--- config.mk ---
export PLATFORM = sky130hd
export DESIGN_NAME = timer_irq_source
export DESIGN_NICKNAME = d
export VERILOG_FILES = /design/src/rtl/timer_pkg.sv /design/src/rtl/timer_irq_source.sv
export SDC_FILE = /design/constraint.sdc
export NUM_CORES = 1
export LEC_CHECK = 0
export CAP_MARGIN = 15
export CORE_MARGIN = 3
export CORE_UTILIZATION = 53
export DETAILED_ROUTE_END_ITERATION = 8
export MAX_ROUTING_LAYER = met4
export PLACE_DENSITY = 0.8
export SLEW_MARGIN = 20
export SYNTH_ARGS = -nofsm -noshare
export SYNTH_HDL_FRONTEND = slang
export SYNTH_SLANG_ARGS = --single-unit
export TNS_END_PERCENT = 50
--- constraint.sdc ---
create_clock -name clk -period 3.02 [get_ports clk]
set_input_delay 0.604 -clock clk [delete_from_list [all_inputs] [get_ports clk]]
set_output_delay 0.604 -clock clk [all_outputs]
set_load 0.01 [all_outputs]
--- src/rtl/timer_pkg.sv ---
// Shared constants and types for the memory-mapped countdown timer.
package timer_pkg;

  localparam int unsigned DATA_W = 32;
  localparam int unsigned ADDR_W = 2;
  localparam int unsigned CTRL_W = 4;

  localparam logic [ADDR_W-1:0] ADDR_CTRL   = 2'd0;
  localparam logic [ADDR_W-1:0] ADDR_PRESET = 2'd1;
  localparam logic [ADDR_W-1:0] ADDR_COUNT  = 2'd2;

  localparam int unsigned CTRL_EN      = 0;
  localparam int unsigned CTRL_MODE_LO = 1;
  localparam int unsigned CTRL_MODE_HI = 2;
  localparam int unsigned CTRL_IM      = 3;

  localparam logic [1:0] MODE_ONESHOT = 2'b00;
  localparam logic [1:0] MODE_RELOAD  = 2'b01;

  typedef enum logic [1:0] {
    IDLE = 2'd0,
    LOAD = 2'd1,
    CNT  = 2'd2,
    INT  = 2'd3
  } state_e;

  // Field order mirrors the CTRL bit positions: im=[3], mode=[2:1], en=[0].
  typedef struct packed {
    logic       im;
    logic [1:0] mode;
    logic       en;
  } ctrl_t;

endpackage

--- src/rtl/timer_irq_source.sv ---
// 32-bit countdown timer with one-shot / auto-reload modes driving one CP0 interrupt line.
module timer_irq_source
  import timer_pkg::*;
(
  input  logic              clk,
  input  logic              reset,
  input  logic [ADDR_W-1:0] addr,
  input  logic              we,
  input  logic [DATA_W-1:0] wdata,
  output logic [DATA_W-1:0] rdata,
  output logic              irq
);

  ctrl_t             ctrl_q;
  ctrl_t             ctrl_d;
  logic [DATA_W-1:0] preset_q;
  logic [DATA_W-1:0] count_q;
  logic              pend_q;
  state_e            state_q;
  logic              ctrl_wr;
  logic              preset_wr;

  assign ctrl_wr   = we && (addr == ADDR_CTRL);
  assign preset_wr = we && (addr == ADDR_PRESET);

  // CTRL as seen after this edge's bus write; FSM decisions use this view.
  assign ctrl_d = ctrl_wr ? ctrl_t'(wdata[CTRL_W-1:0]) : ctrl_q;

  assign irq = pend_q & ctrl_q.im;

  always_comb begin
    rdata = '0;
    case (addr)
      ADDR_CTRL:   rdata = DATA_W'(ctrl_q);
      ADDR_PRESET: rdata = preset_q;
      ADDR_COUNT:  rdata = count_q;
      default:     rdata = '0;
    endcase
  end

  always_ff @(posedge clk) begin
    if (reset) begin
      ctrl_q   <= '0;
      preset_q <= '0;
      count_q  <= '0;
      pend_q   <= 1'b0;
      state_q  <= IDLE;
    end else begin
      ctrl_q <= ctrl_d;
      if (preset_wr) begin
        preset_q <= wdata;
      end

      case (state_q)
        IDLE: begin
          // Start is taken from the already-registered EN, so a start costs one idle cycle.
          if (ctrl_q.en && ctrl_d.en) begin
            state_q <= LOAD;
          end
        end
        LOAD: begin
          if (!ctrl_d.en) begin
            state_q <= IDLE;
          end else begin
            count_q <= preset_q;
            state_q <= CNT;
          end
        end
        CNT: begin
          if (!ctrl_d.en) begin
            state_q <= IDLE;
          end else if (count_q <= DATA_W'(1)) begin
            count_q <= '0;
            pend_q  <= 1'b1;
            state_q <= INT;
          end else begin
            count_q <= count_q - DATA_W'(1);
          end
        end
        INT: begin
          if (ctrl_d.mode == MODE_RELOAD) begin
            pend_q  <= 1'b0;
            state_q <= LOAD;
          end else begin
            // A concurrent CTRL write keeps its own EN value.
            if (!ctrl_wr) begin
              ctrl_q.en <= 1'b0;
            end
            state_q <= IDLE;
          end
        end
        default: state_q <= IDLE;
      endcase

      // Any CTRL write acknowledges the interrupt, overriding a same-edge set.
      if (ctrl_wr) begin
        pend_q <= 1'b0;
      end
    end
  end

endmodule

; ---- Word level (Yosys, flattened, before mapping)
; Cells that the tools add are included.
[totals]
reg_bits = 71
latchBits = 0
ram_bits = 0
mem_bits_ro = 0
input_bits = 37
word_cells = 52
mem_count = 0
[classes]
add_sub_neg = 1
multipliers = 0
n_div = 0
n_lt_le_gt_ge = 1
eq_ne = 12
n_shift = 0
n_mux = 19
bitwise_logic = 1
n_reduce_logical = 11
[op_table]
columns = cell, n
row1 = $mux W32, 3
row2 = $pmux W32 S3, 1
row3 = $pmux W32 S2, 1
row4 = $le A32 B1 Y1 const B, 1
row5 = $sub A32 B1 Y32 const B, 1
row6 = $ne A2 B2 Y1 const B, 5
row7 = $mux W2, 4
row8 = $pmux W2 S4, 1
row9 = $mux W1, 7
row10 = $eq A2 B1 Y1 const B, 3
row11 = $eq A2 B2 Y1 const B, 3
row12 = $logic_not A2 Y1, 2
row13 = $reduce_and A4 Y1, 1
row14 = $reduce_bool A2 Y1, 2
row15 = $logic_and A1 B1 Y1, 3
row16 = $mux W3, 1
row17 = $ne A3 B3 Y1 const B, 1
row18 = $reduce_and A3 Y1, 1
row19 = $pmux W1 S2, 1
row20 = $reduce_and A2 Y1, 1
row21 = $reduce_or A2 Y1, 1
row22 = $and A1 B1 Y1, 1

; ---- Depth between registers and ports, before layout
[depth]
ltp_word = 6
mapped_depth = 9
ltp_nobuf = 8

; ---- Worst setup path before layout
; No wires, ideal clock.
[synth_path]
path_type = input to register
start = in addr[1]
end = reg count_q[13]
setup_ns = 0.128
arrival_time_ns = 2.451
slack_ns = 0.441
stages = 7
n_path_buf = 2
path_cell_list = clkbuf_1 or4b_2 o2111ai_1 clkbuf_1 o21ai_0 a221oi_1 nor2_1
[synth_via]
elab_chain_len = 5
word_cells_on_any_way = 6
[synth_lines]
columns = element, line
row1 = start: declaration, timer_irq_source.sv:7  ; input logic [ADDR_W-1:0] addr,
row2 = $logic_not A2 Y1 (*), timer_irq_source.sv:23  ; assign ctrl_wr = we && (addr == ADDR_CTRL);
row3 = $logic_and A1 B1 Y1 (*), timer_irq_source.sv:23
row4 = $mux W3 (*), timer_irq_source.sv:27  ; assign ctrl_d = ctrl_wr ? ctrl_t'(wdata[CTRL_W-1:0]) : ctrl_q;
row5 = $ne A2 B2 Y1 (no source line), n/a
row6 = $reduce_and A3 Y1 (no source line) (*), n/a
row7 = end signal: assignment, timer_irq_source.sv:65  ; count_q <= preset_q;
row8 = end signal: assignment, timer_irq_source.sv:77  ; count_q <= count_q - DATA_W'(1);
row9 = end: declaration, timer_irq_source.sv:17  ; logic [DATA_W-1:0] count_q;
; Every way passes the cells marked *; elsewhere a longest branch is shown, timed or not.
; A chain may end at the register's enable or synchronous reset.

; ---- Worst setup path after layout
[layout_path]
start = in addr[1]
end = out rdata[14]
[layout_via]
elab_chain_len = 2
word_cells_on_any_way = 4
[layout_lines]
columns = element, line
row1 = $eq A2 B2 Y1 (tied with other cells), timer_irq_source.sv:33  ; case (addr)
row2 = $pmux W32 S3 (*), timer_irq_source.sv:33
row3 = end: declaration, timer_irq_source.sv:10  ; output logic [DATA_W-1:0] rdata,
; Marked as above.

==> results.json <==
{
  "p_leak_nw": 1.84,
  "place_area_sq_um": 4800,
  "final_cells": 678,
  "first_global_vias": 4025,
  "path_cells": "clkdlybuf4s50_1 -> nor2b_2 -> buf_4 -> a22o_1 -> clkdlybuf4s50_1",
  "clock_skew_ps": 10.8,
  "cp_slowest_cell": "clkdlybuf4s50_1",
  "clock_path_buffers": 2,
  "worst-setup-path-type": "input port to output pin",
  "crit_fanout": 13,
  "drt_wl_total_um": 12300,
  "required_ps": 2420,
  "synth_cell_type_count": 59,
  "antenna_cells": 0,
  "dp.cells": 662,
  "cp_num_buf_inv": 3,
  "finalCritPeriodShare_pct": 97.9,
  "dp_hpwl_um": 8430,
  "hold_end": "preset_q[22]",
  "cp_data_arrival_time_ps": 2350,
  "drt-initial-drc-count": 346,
  "holdPathStages": 2,
  "tightest_slew_ps": 606,
  "maxCapViolations": 0,
  "ir_drop_uv": 256,
  "cts_root_buf": "clkbuf_8",
  "cts.sinks": 71,
  "drtPass1Iterations": 5,
  "wire_per_inst_um": 18.1,
  "globalRouteOverflowTotal": 0,
  "grt_max_degree": 40,
  "syn_area_sq_um": 3970,
  "dieWidth_um": 92.5,
  "post-cts-setup-buffers": 0,
  "synth-edff-count": 0,
  "async_flop_share_pct": 0,
  "htree_levels": 3,
  "antenna_found_initial": 0,
  "drc": 0,
  "grt_pass1_wl_um": 20000,
  "critPathTopFamily": "buffers and inverters",
  "io_pins": 70,
  "yosys_register_bits": 71,
  "via_count": 4312,
  "start_util_pct": 56.5,
  "drt.antenna.violating_nets": 0,
  "cts_resized": 0,
  "die_h_um": 92.5,
  "r2r_setup_slack_ps": 290,
  "pwr_density_cell_nw_per_um2": 368,
  "cts_tree": "built",
  "slew_headroom_pct": 59.2,
  "status": "finished, final reports clean",
  "grtUsageTotal_pct": 29.8,
  "fp.coreArea_sq_um": 7020,
  "r2r_cells": 7,
  "yosysSeqAreaShare_pct": 35.8,
  "clkLatencyLatePin_ps": 360,
  "p_sw_w": 0.000475,
  "cts_buffers": 9,
  "pwr-share-comb_pct": 9.9,
  "synth.avg_cell_area_sq_um": 7.72,
  "end_kind": "output pin",
  "dieArea_sq_um": 8560,
  "syn_to_final_growth_pct": 25.7,
  "r2r-end": "count_q[24]",
  "drive_gt1_share_pct": 10.1,
  "maxSlewViolCount": 0,
  "start_kind": "input port",
  "fp-row-count": 30,
  "fmax_mhz": 338,
  "post-route-min-period_ps": 2960,
  "port_buffers": 69,
  "worst_path_most_repeated_cell": "clkdlybuf4s50_1",
  "yosys_warnings": 0,
  "synth_nets": 553,
  "viasPerCell": 6.36,
  "setup_viol": 0,
  "synthCells": 514,
  "worstHoldStart": "preset_q[22]",
  "place.gp.congestion": 0.944,
  "rsz0062_at_grt": "true",
  "cpPeakStageDelay_ps": 570,
  "seqPwrFrac_pct": 52.6,
  "synthFlopType": "dfxtp_1",
  "postCtsHoldBufs": 0,
  "clock_power_share_pct": 37.5,
  "p_int_w": 0.00136,
  "fin_area_sq_um": 4990,
  "switching_share_pct": 25.9,
  "clk_pin_slew_ps": 70,
  "hold_violations": 0,
  "hold_path.class": "flop to flop",
  "layout.nets": 616,
  "r2r-start": "count_q[1]"
}
-- state kept, by name, summed over array words and instances (netlist names) --
register and cells:
count_q 32, preset_q 32, ctrl_q 4, state_q 2, pend_q 1
-- Yosys cell counts, types with 4 or more instances --
library cell,n,share of area (%)
a32o_1,6,1.5
o21ai_0,20,2.5
a22oi_1,6,1.1
a211oi_1,5,0.95
clkbuf_1,32,3.0
nor3_1,21,2.6
inv_1,17,1.6
mux2i_1,8,2.0
and3_1,6,0.95
nor2b_1,6,0.95
a22o_1,29,6.4
nor3b_1,4,0.76
a31oi_1,6,0.95
nand3_1,10,1.3
a21oi_1,62,7.8
or3_1,4,0.63
o31ai_1,5,0.95
nor2_1,25,2.4
o32ai_1,7,1.5
nor4_1,8,1.3
o211ai_1,5,0.95
a32oi_1,7,1.5
nand2_1,88,8.3
dfxtp_1,71,36
-- power by group through the flow --
stage | sequential (W) | clock (W) | combinational, W
2_1_floorplan | 0.000983 | 0 | 0.0000912
3_3_place_gp | 0.000988 | 0 | 0.000174
3_5_place_dp | 0.000988 | 0 | 0.000180
4_1_cts | 0.000966 | 0.000691 | 0.000180
5_1_grt | 0.000968 | 0.000735 | 0.000196
6_report | 0.000967 | 0.000688 | 0.000182
-- layout by cell type, fill, tap and decap left out, types with 17 or more instances in the layout --
cell type and instances:
a21oi_1 62, a22o_1 29, buf_4 22, clkdlybuf4s50_1 67
dfxtp_1 71, inv_1 17, nand2_1 88, nor2_1 25
nor3_1 21, o21ai_0 20
-- metrics by stage --
stage / setup TNS, ps / hold WS (ps) / util [%] / power, W / worst slack, ps
6_report: 0 / 469 / 71.0 / 0.00184 / 62.2
5_1_grt: -12.1 / 499 / 71.0 / 0.00190 / -9.62
3_3_place_gp: 0 / 459 / 68.4 / 0.00116 / 123
2_1_floorplan: 0 / 445 / - / 0.00107 / 441
4_1_cts: 0 / 471 / 70.9 / 0.00184 / 44.5
3_5_place_dp: 0 / 461 / 68.4 / 0.00117 / 54.5
-- worst max path at each step --
stage / end / from / cells past startpoint
global route: rdata[14] / addr[1] / 5
finish: rdata[14] / addr[1] / 5
floorplan: count_q[13] / addr[1] / 7
detailed placement: rdata[18] / addr[1] / 5
CTS: rdata[18] / addr[1] / 5
global placement: rdata[24] / addr[1] / 5
-- cell type report --
type                    count  area (sq um)
multi-input cells         384          2300
fillers                   607          2030
flip-flops and latches     71          1420
repair buffers             94           905
clock buffers              11           141
well taps                  96           120
inverters                  17          63.8
clock inverters             5          33.8
-- routing by layer --
metal / up-vias / global-route usage [%] / routed length (um)
li1: 2030 / - / -
met1: 2048 / 37.8 / 5270
met2: 210 / 49.2 / 5930
met3: 24 / 4.22 / 849
met4: 0 / 9.65 / 227
met5: - / - / 0
-- worst min-delay path, delay by kind of cell (launching register included) --
| kind | cells | cell delay (ps) |
|---|---|---|
| flops | 1 | 320 |
| simple gates | 1 | 50 |
| compound gates | 1 | 50 |
-- logic make-up (layout without fill, tap and decap cells) --
kind of cell	Yosys count	after routing	synth area share (%)
compound gates	179	179	30.7
xor+xnor	1	1	0.221
simple gates	193	193	23.8
fa+ha+maj	2	2	0.631
buf+inv	59	127	6.46
mux	9	9	2.30
flops	71	71	35.8
Note: power is estimated with default switching activity, not from simulation.
